`src/rtl/mem_arb_pkg.sv`:
```
// Shared definitions for the unified instruction/data memory port arbiter:
// requester tags, FSM state encoding and default geometry.
package mem_arb_pkg;

   localparam int AW_DEF = 10;
   localparam int DW_DEF = 32;

   // Requester tags double as bit positions in the request/grant vectors.
   localparam logic [1:0] TAG_IF = 2'd0;
   localparam logic [1:0] TAG_DM = 2'd1;
   localparam logic [1:0] TAG_LD = 2'd2;

   typedef enum logic {
      ST_NORMAL = 1'b0,
      ST_LOCKED = 1'b1
   } arb_state_e;

endpackage

```
`src/rtl/mem_arb_prio.sv`:
```
// Combinational one-hot priority picker: locked loader > forced loader > DM > IF > LD.
// Grants depend only on the current requests and mode inputs, never on other grants.
module mem_arb_prio
   import mem_arb_pkg::*;
(
   input  logic [2:0] i_reqs,
   input  logic       i_force_ld,
   input  logic       i_locked,
   output logic [2:0] o_gnt
);

   // Pick at most one winner from the request vector
   always_comb begin
      o_gnt = 3'b000;
      if (i_locked) begin
         o_gnt[TAG_LD] = i_reqs[TAG_LD];
      end else if (i_force_ld & i_reqs[TAG_LD]) begin
         o_gnt[TAG_LD] = 1'b1;
      end else if (i_reqs[TAG_DM]) begin
         o_gnt[TAG_DM] = 1'b1;
      end else if (i_reqs[TAG_IF]) begin
         o_gnt[TAG_IF] = 1'b1;
      end else if (i_reqs[TAG_LD]) begin
         o_gnt[TAG_LD] = 1'b1;
      end else begin
         o_gnt = 3'b000;
      end
   end

endmodule

```
`src/rtl/mem_port_arbiter.sv`:
```
// Single-port memory arbiter for IF, DM and loader requesters with a loader
// starvation guard, a burst lock mode, a registered command and tagged read return.
module mem_port_arbiter
   import mem_arb_pkg::*;
#(
   parameter int AW           = AW_DEF,
   parameter int DW           = DW_DEF,
   parameter int STARVE_LIMIT = 8
) (
   input  logic          clk,
   input  logic          rst_n,
   input  logic          if_req,
   input  logic [AW-1:0] if_addr,
   output logic          if_gnt,
   input  logic          dm_req,
   input  logic          dm_we,
   input  logic [AW-1:0] dm_addr,
   input  logic [DW-1:0] dm_wdata,
   output logic          dm_gnt,
   input  logic          ld_req,
   input  logic          ld_we,
   input  logic [AW-1:0] ld_addr,
   input  logic [DW-1:0] ld_wdata,
   input  logic          ld_lock,
   output logic          ld_gnt,
   output logic          mem_en,
   output logic          mem_we,
   output logic [AW-1:0] mem_addr,
   output logic [DW-1:0] mem_wdata,
   input  logic [DW-1:0] mem_rdata,
   output logic [DW-1:0] rd_data,
   output logic          if_rvalid,
   output logic          dm_rvalid,
   output logic          ld_rvalid,
   output logic          locked
);

   localparam int CW = $clog2(STARVE_LIMIT + 1);
   localparam logic [CW-1:0] LIMIT_C = CW'(STARVE_LIMIT);

   arb_state_e    r_state, w_state_nxt;
   logic [CW-1:0] r_starve_cnt;
   logic          r_mem_en, r_mem_we, r_rd_pend;
   logic [AW-1:0] r_mem_addr;
   logic [DW-1:0] r_mem_wdata;
   logic [1:0]    r_cmd_tag, r_rsp_tag;

   logic [2:0]    w_gnt;
   logic          w_force_ld, w_locked, w_ld_acc, w_any_acc;
   logic          w_cmd_we;
   logic [AW-1:0] w_cmd_addr;
   logic [DW-1:0] w_cmd_wdata;
   logic [1:0]    w_cmd_tag;

   // Mode inputs are masked in reset so grants then follow the raw requests only.
   assign w_force_ld = rst_n & (r_starve_cnt == LIMIT_C);
   assign w_locked   = rst_n & (r_state == ST_LOCKED);

   mem_arb_prio u_prio (
      .i_reqs     ({ld_req, dm_req, if_req}),
      .i_force_ld (w_force_ld),
      .i_locked   (w_locked),
      .o_gnt      (w_gnt)
   );

   assign if_gnt    = w_gnt[TAG_IF];
   assign dm_gnt    = w_gnt[TAG_DM];
   assign ld_gnt    = w_gnt[TAG_LD];
   assign w_ld_acc  = ld_req & ld_gnt;
   assign w_any_acc = |(w_gnt & {ld_req, dm_req, if_req});

   // Next-state logic for the NORMAL/LOCKED mode FSM
   always_comb begin
      w_state_nxt = r_state;
      case (r_state)
         ST_NORMAL: begin
            if (w_ld_acc & ld_lock) w_state_nxt = ST_LOCKED;
            else                    w_state_nxt = ST_NORMAL;
         end
         ST_LOCKED: begin
            if (!ld_lock) w_state_nxt = ST_NORMAL;
            else          w_state_nxt = ST_LOCKED;
         end
         default: w_state_nxt = ST_NORMAL;
      endcase
   end

   // Select the winning requester's command fields; fetch never writes and keeps wdata
   always_comb begin
      w_cmd_we    = 1'b0;
      w_cmd_addr  = if_addr;
      w_cmd_wdata = r_mem_wdata;
      w_cmd_tag   = TAG_IF;
      if (w_gnt[TAG_DM]) begin
         w_cmd_we    = dm_we;
         w_cmd_addr  = dm_addr;
         w_cmd_wdata = dm_wdata;
         w_cmd_tag   = TAG_DM;
      end else if (w_gnt[TAG_LD]) begin
         w_cmd_we    = ld_we;
         w_cmd_addr  = ld_addr;
         w_cmd_wdata = ld_wdata;
         w_cmd_tag   = TAG_LD;
      end else begin
         w_cmd_tag   = TAG_IF;
      end
   end

   // Mode FSM and loader starvation counter
   always_ff @(posedge clk) begin
      if (!rst_n) begin
         r_state      <= ST_NORMAL;
         r_starve_cnt <= '0;
      end else begin
         r_state <= w_state_nxt;
         if ((r_state == ST_LOCKED) || !ld_req || w_ld_acc) begin
            r_starve_cnt <= '0;
         end else if (r_starve_cnt != LIMIT_C) begin
            r_starve_cnt <= r_starve_cnt + CW'(1);
         end else begin
            r_starve_cnt <= r_starve_cnt;
         end
      end
   end

   // Registered memory command and read-response tag pipeline
   always_ff @(posedge clk) begin
      if (!rst_n) begin
         r_mem_en    <= 1'b0;
         r_mem_we    <= 1'b0;
         r_mem_addr  <= '0;
         r_mem_wdata <= '0;
         r_cmd_tag   <= TAG_IF;
         r_rd_pend   <= 1'b0;
         r_rsp_tag   <= TAG_IF;
      end else begin
         r_rd_pend <= r_mem_en & ~r_mem_we;
         r_rsp_tag <= r_cmd_tag;
         if (w_any_acc) begin
            r_mem_en    <= 1'b1;
            r_mem_we    <= w_cmd_we;
            r_mem_addr  <= w_cmd_addr;
            r_mem_wdata <= w_cmd_wdata;
            r_cmd_tag   <= w_cmd_tag;
         end else begin
            r_mem_en    <= 1'b0;
         end
      end
   end

   assign mem_en    = r_mem_en;
   assign mem_we    = r_mem_we;
   assign mem_addr  = r_mem_addr;
   assign mem_wdata = r_mem_wdata;
   assign rd_data   = mem_rdata;
   assign if_rvalid = r_rd_pend & (r_rsp_tag == TAG_IF);
   assign dm_rvalid = r_rd_pend & (r_rsp_tag == TAG_DM);
   assign ld_rvalid = r_rd_pend & (r_rsp_tag == TAG_LD);
   assign locked    = (r_state == ST_LOCKED);

endmodule

```
`config.mk`:
```
export PLATFORM = sky130hd
export DESIGN_NAME = mem_port_arbiter
export DESIGN_NICKNAME = d
export VERILOG_FILES = /design/src/rtl/mem_arb_pkg.sv /design/src/rtl/mem_arb_prio.sv /design/src/rtl/mem_port_arbiter.sv
export SDC_FILE = /design/constraint.sdc
export NUM_CORES = 1
export LEC_CHECK = 0
export ABC_AREA = 1
export BUFFER_PORTS_ARGS = -buffer_cell sky130_fd_sc_hd__clkbuf_2
export CORE_UTILIZATION = 28
export DETAILED_ROUTE_END_ITERATION = 6
export PLACE_DENSITY = 0.73
export SLEW_MARGIN = 20
export SYNTH_ARGS = -nofsm -noshare
export SYNTH_HDL_FRONTEND = slang
export SYNTH_SLANG_ARGS = --single-unit
```
`constraint.sdc`:
```
create_clock -name clk -period 1.6 [get_ports clk]
set_input_delay 0.16 -clock clk [delete_from_list [all_inputs] [get_ports clk]]
set_output_delay 0.16 -clock clk [all_outputs]
set_load 0.01 [all_outputs]
```
==> impl_metrics.env <==
export IMPL_required_ps=1440
export IMPL_io_pins=217
export IMPL_rsz0062_at_grt="yes"
export IMPL_layout_nets=753
export IMPL_maxSlewViolCount=0
export IMPL_synth_top_area_cell="dfxtp_1"
export IMPL_synth_area_mm2=0.00302
export IMPL_n_antenna_cell=0
export IMPL_synth_most_common_cell="nand2_1"
export IMPL_cp_end_kind="output pin"
export IMPL_critPathMaxFanout=3
export IMPL_grt_pass1_wl_um=13300
export IMPL_period_needed_ps=1700
export IMPL_drc=0
export IMPL_synth_area_leaders="dfxtp_1 (36%), nand2_1 (20%), nor2_1 (12%)"
export IMPL_crit_top_cell="buf_12"
export IMPL_grt_max_degree=33
export IMPL_synthArstFlopShare_pct=0
export IMPL_num_vias=3243
export IMPL_powerDensity_mw_per_mm2=766
export IMPL_drive_gt1_share_pct=39.6
export IMPL_worstSkewPairLatency_ps=300
export IMPL_cp_top_family="buffers and inverters"
export IMPL_yosysWarnings=0
export IMPL_hpwl_um=5830
export IMPL_holdCritStartpoint="ld_lock"
export IMPL_ys_flop_type="dfxtp_1"
export IMPL_synth_common_cells="nand2_1 (160), nor2_1 (94), dfxtp_1 (54)"
export IMPL_die_h_um=106
export IMPL_ys_seq_area_share_pct=35.8
export IMPL_syn_area_per_cell_um2=6.34
export IMPL_rr_worst_depth=12
export IMPL_gp_congestion=0.766
export IMPL_clock_root_buffer="clkbuf_8"
export IMPL_clock_skew_ps=6.20
export IMPL_cpPeakStageDelay_ps=340
export IMPL_crit_buf_inv=4
export IMPL_worstMarginPinSlew_ps=251
export IMPL_ir_drop_v=0.000488
export IMPL_worst_slack_ps=-104
export IMPL_r2r_slack_ps=-80
export IMPL_fin_util_pct=41.7
export IMPL_finalHoldViolCount=0
export IMPL_holdPathEnd="locked"
export IMPL_drtIter0Drc=114
export IMPL_synth_edf_count=0
export IMPL_ys_seq_elements=54
export IMPL_synthDistinctLibCells=26
export IMPL_setup_viol_count_final=39
export IMPL_num_fill_cells=1126
export IMPL_synthCells=476
export IMPL_antenna_left=0
export IMPL_worstReg2RegEnd="mem_addr[1]"
export IMPL_wl_per_cell_um=11.3
export IMPL_critPathArrivalTime_ps=1540
export IMPL_synth_net_count=612
export IMPL_grt_overflow=0
export IMPL_track_usage_pct=14.5
export IMPL_core_area_mm2=0.0104
export IMPL_rows=37
export IMPL_wirelength_um=8530
export IMPL_worstPathCellList="inv_2, ha_4, nand2_4, nor2_4, nand3_2, nand2_2, buf_12, buf_12, buf_6"
export IMPL_dp_slack_ps=-89.0
export IMPL_antenna_found_initial=0
export IMPL_status="finished with violations"
export IMPL_worstHoldPathCells=3
export IMPL_failed_checks="negative setup slack"
export IMPL_slew_headroom_pct=83.3
export IMPL_port_buffers=152
export IMPL_grt_pass1_vias=2995
export IMPL_fp_dieW_um=106
export IMPL_slowest_stage="dfxtp_2"
export IMPL_clkSinkCount=54
export IMPL_max_freq_mhz=587
export IMPL_clk_pin_slew_ps=110
export IMPL_cts_tree="done"
export IMPL_die_area_mm2=0.0112
export IMPL_criticalPathCategory="register to output pin"
export IMPL_clockBufferDepth=2
export IMPL_worstSetupStartpointType="register"
export IMPL_cts_inserted_buffers=5
export IMPL_areaGrowthSynthToFinish_pct=43.1
export IMPL_yosysTopAreaCellShare_pct=35.8
export IMPL_firstDrtPassIters=4
export IMPL_worstReg2RegStart="r_starve_cnt[0]"
export IMPL_min_period_over_period_pct=107
export IMPL_maxCapViolations=0
export IMPL_hp_class="input port to register"
export IMPL_leakage_uw=0.00239
export IMPL_initial_utilization_pct=29.1
export IMPL_htreeDepth=2
export IMPL_viasPerCell=4.30
==> kinds of logic after synthesis <==
family,count (synthesis),synth area share (%)
AND/OR/NAND/NOR,278,36.6
buffers and inverters,90,17.7
flip-flops,54,35.8
AO/OA/AOI/OAI,51,8.70
adder cells (fa/ha/maj),2,0.829
XOR/XNOR,1,0.290
==> layer usage <==
metal | share of wire [%] | track usage, % | wire [µm] | vias to the layer above
li1 | - | - | - | 1714
met4 | 1.7 | 3.97 | 142 | 0
met3 | 5.2 | 2.72 | 442 | 21
met1 | 44 | 16.8 | 3740 | 1401
met5 | 0 | 0 | 0 | -
met2 | 49 | 27.1 | 4200 | 107
==> final cells by class <==
| type | count | area (µm²) | area share, % |
|---|---|---|---|
| Clock buffer | 5 | 68.8 | 1.59 |
| Clock inverter | 3 | 43.8 | 1.01 |
| Inverter | 34 | 138 | 3.18 |
| Multi-Input combinational cell | 332 | 1540 | 35.6 |
| Sequential cell | 54 | 1080 | 25.1 |
| Tap cell | 136 | 170 | 3.94 |
| Timing Repair Buffer | 190 | 1280 | 29.6 |
==> how the worst max path moves through the flow <==
stage	startpoint	to	slack, ps	cells after the start
6_report	r_starve_cnt[0]	ld_gnt	-100	9
4_1_cts	r_starve_cnt[0]	ld_gnt	-130	9
5_1_grt	r_starve_cnt[0]	ld_gnt	-200	9
3_5_place_dp	r_starve_cnt[0]	mem_wdata[16]	-90	11
2_1_floorplan	r_starve_cnt[0]	mem_wdata[10]	90	12
3_3_place_gp	r_starve_cnt[0]	mem_wdata[10]	-30	11
==> cell usage in the layout (no fill, tap or decap), types with 2 or more instances in the layout <==
master and n:
clkbuf_2 150, nand2_1 139, nor2_1 89, dfxtp_1 52
inv_1 29, o21ai_1 29, buf_4 18, nand2_2 17
nand3_1 13, a21oi_1 10, nand2_4 9, buf_6 8
buf_12 8, nor2_2 5, clkbuf_8 5, clkbuf_16 4
inv_2 3, o21ai_0 3, a21oi_2 3, nor2_4 2
o22ai_1 2, o21ai_2 2, dfxtp_2 2
==> registers in the layout, summed over array words and instances (netlist names) <==
register	cells
mem_en	1
r_starve_cnt	4
r_rd_pend	1
mem_wdata	32
mem_addr	10
mem_we	1
r_cmd_tag	2
locked	1
r_rsp_tag	2
==> timing repair <==
action,in CTS,in global routing
gates cloned,2,4
setup endpoints to repair,44,52
resized for setup,42,55
setup buffers,10,1
hold buffers,0,0
pin swaps,13,29
==> where the power goes <==
group | switching, µW | internal, µW | leakage (µW)
clock | 470 | 470 | 0.0000585
sequential | 55.9 | 1450 | 0.000448
combinational | 453 | 414 | 0.00188
total | 979 | 2330 | 0.00239
==> per-stage QoR <==
step,setup TNS (ps),std cells,cell area [µm²],hold slack [ps],power (µW)
finish,-1360,754,4320,86.8,3310
global route,-6830,754,4320,70.8,3520
CTS,-2740,749,4090,69.1,3280
detailed placement,-2510,729,3740,320,2250
global placement,-660,729,3740,320,2240
floorplan,0,476,3020,295,2020
==> worst register-to-register path, cell delays in order (launching register included) <==
cell and delay [ps]:
dfxtp_2 350, inv_2 50, ha_4 160, nand2_4 70
nor2_4 40, nand3_2 90, nand2_2 80, buf_12 130
buf_6 110, nor2_4 180, clkbuf_16 200, nor2_1 40
a21oi_1 130
Power figures use the tool's default switching activity.
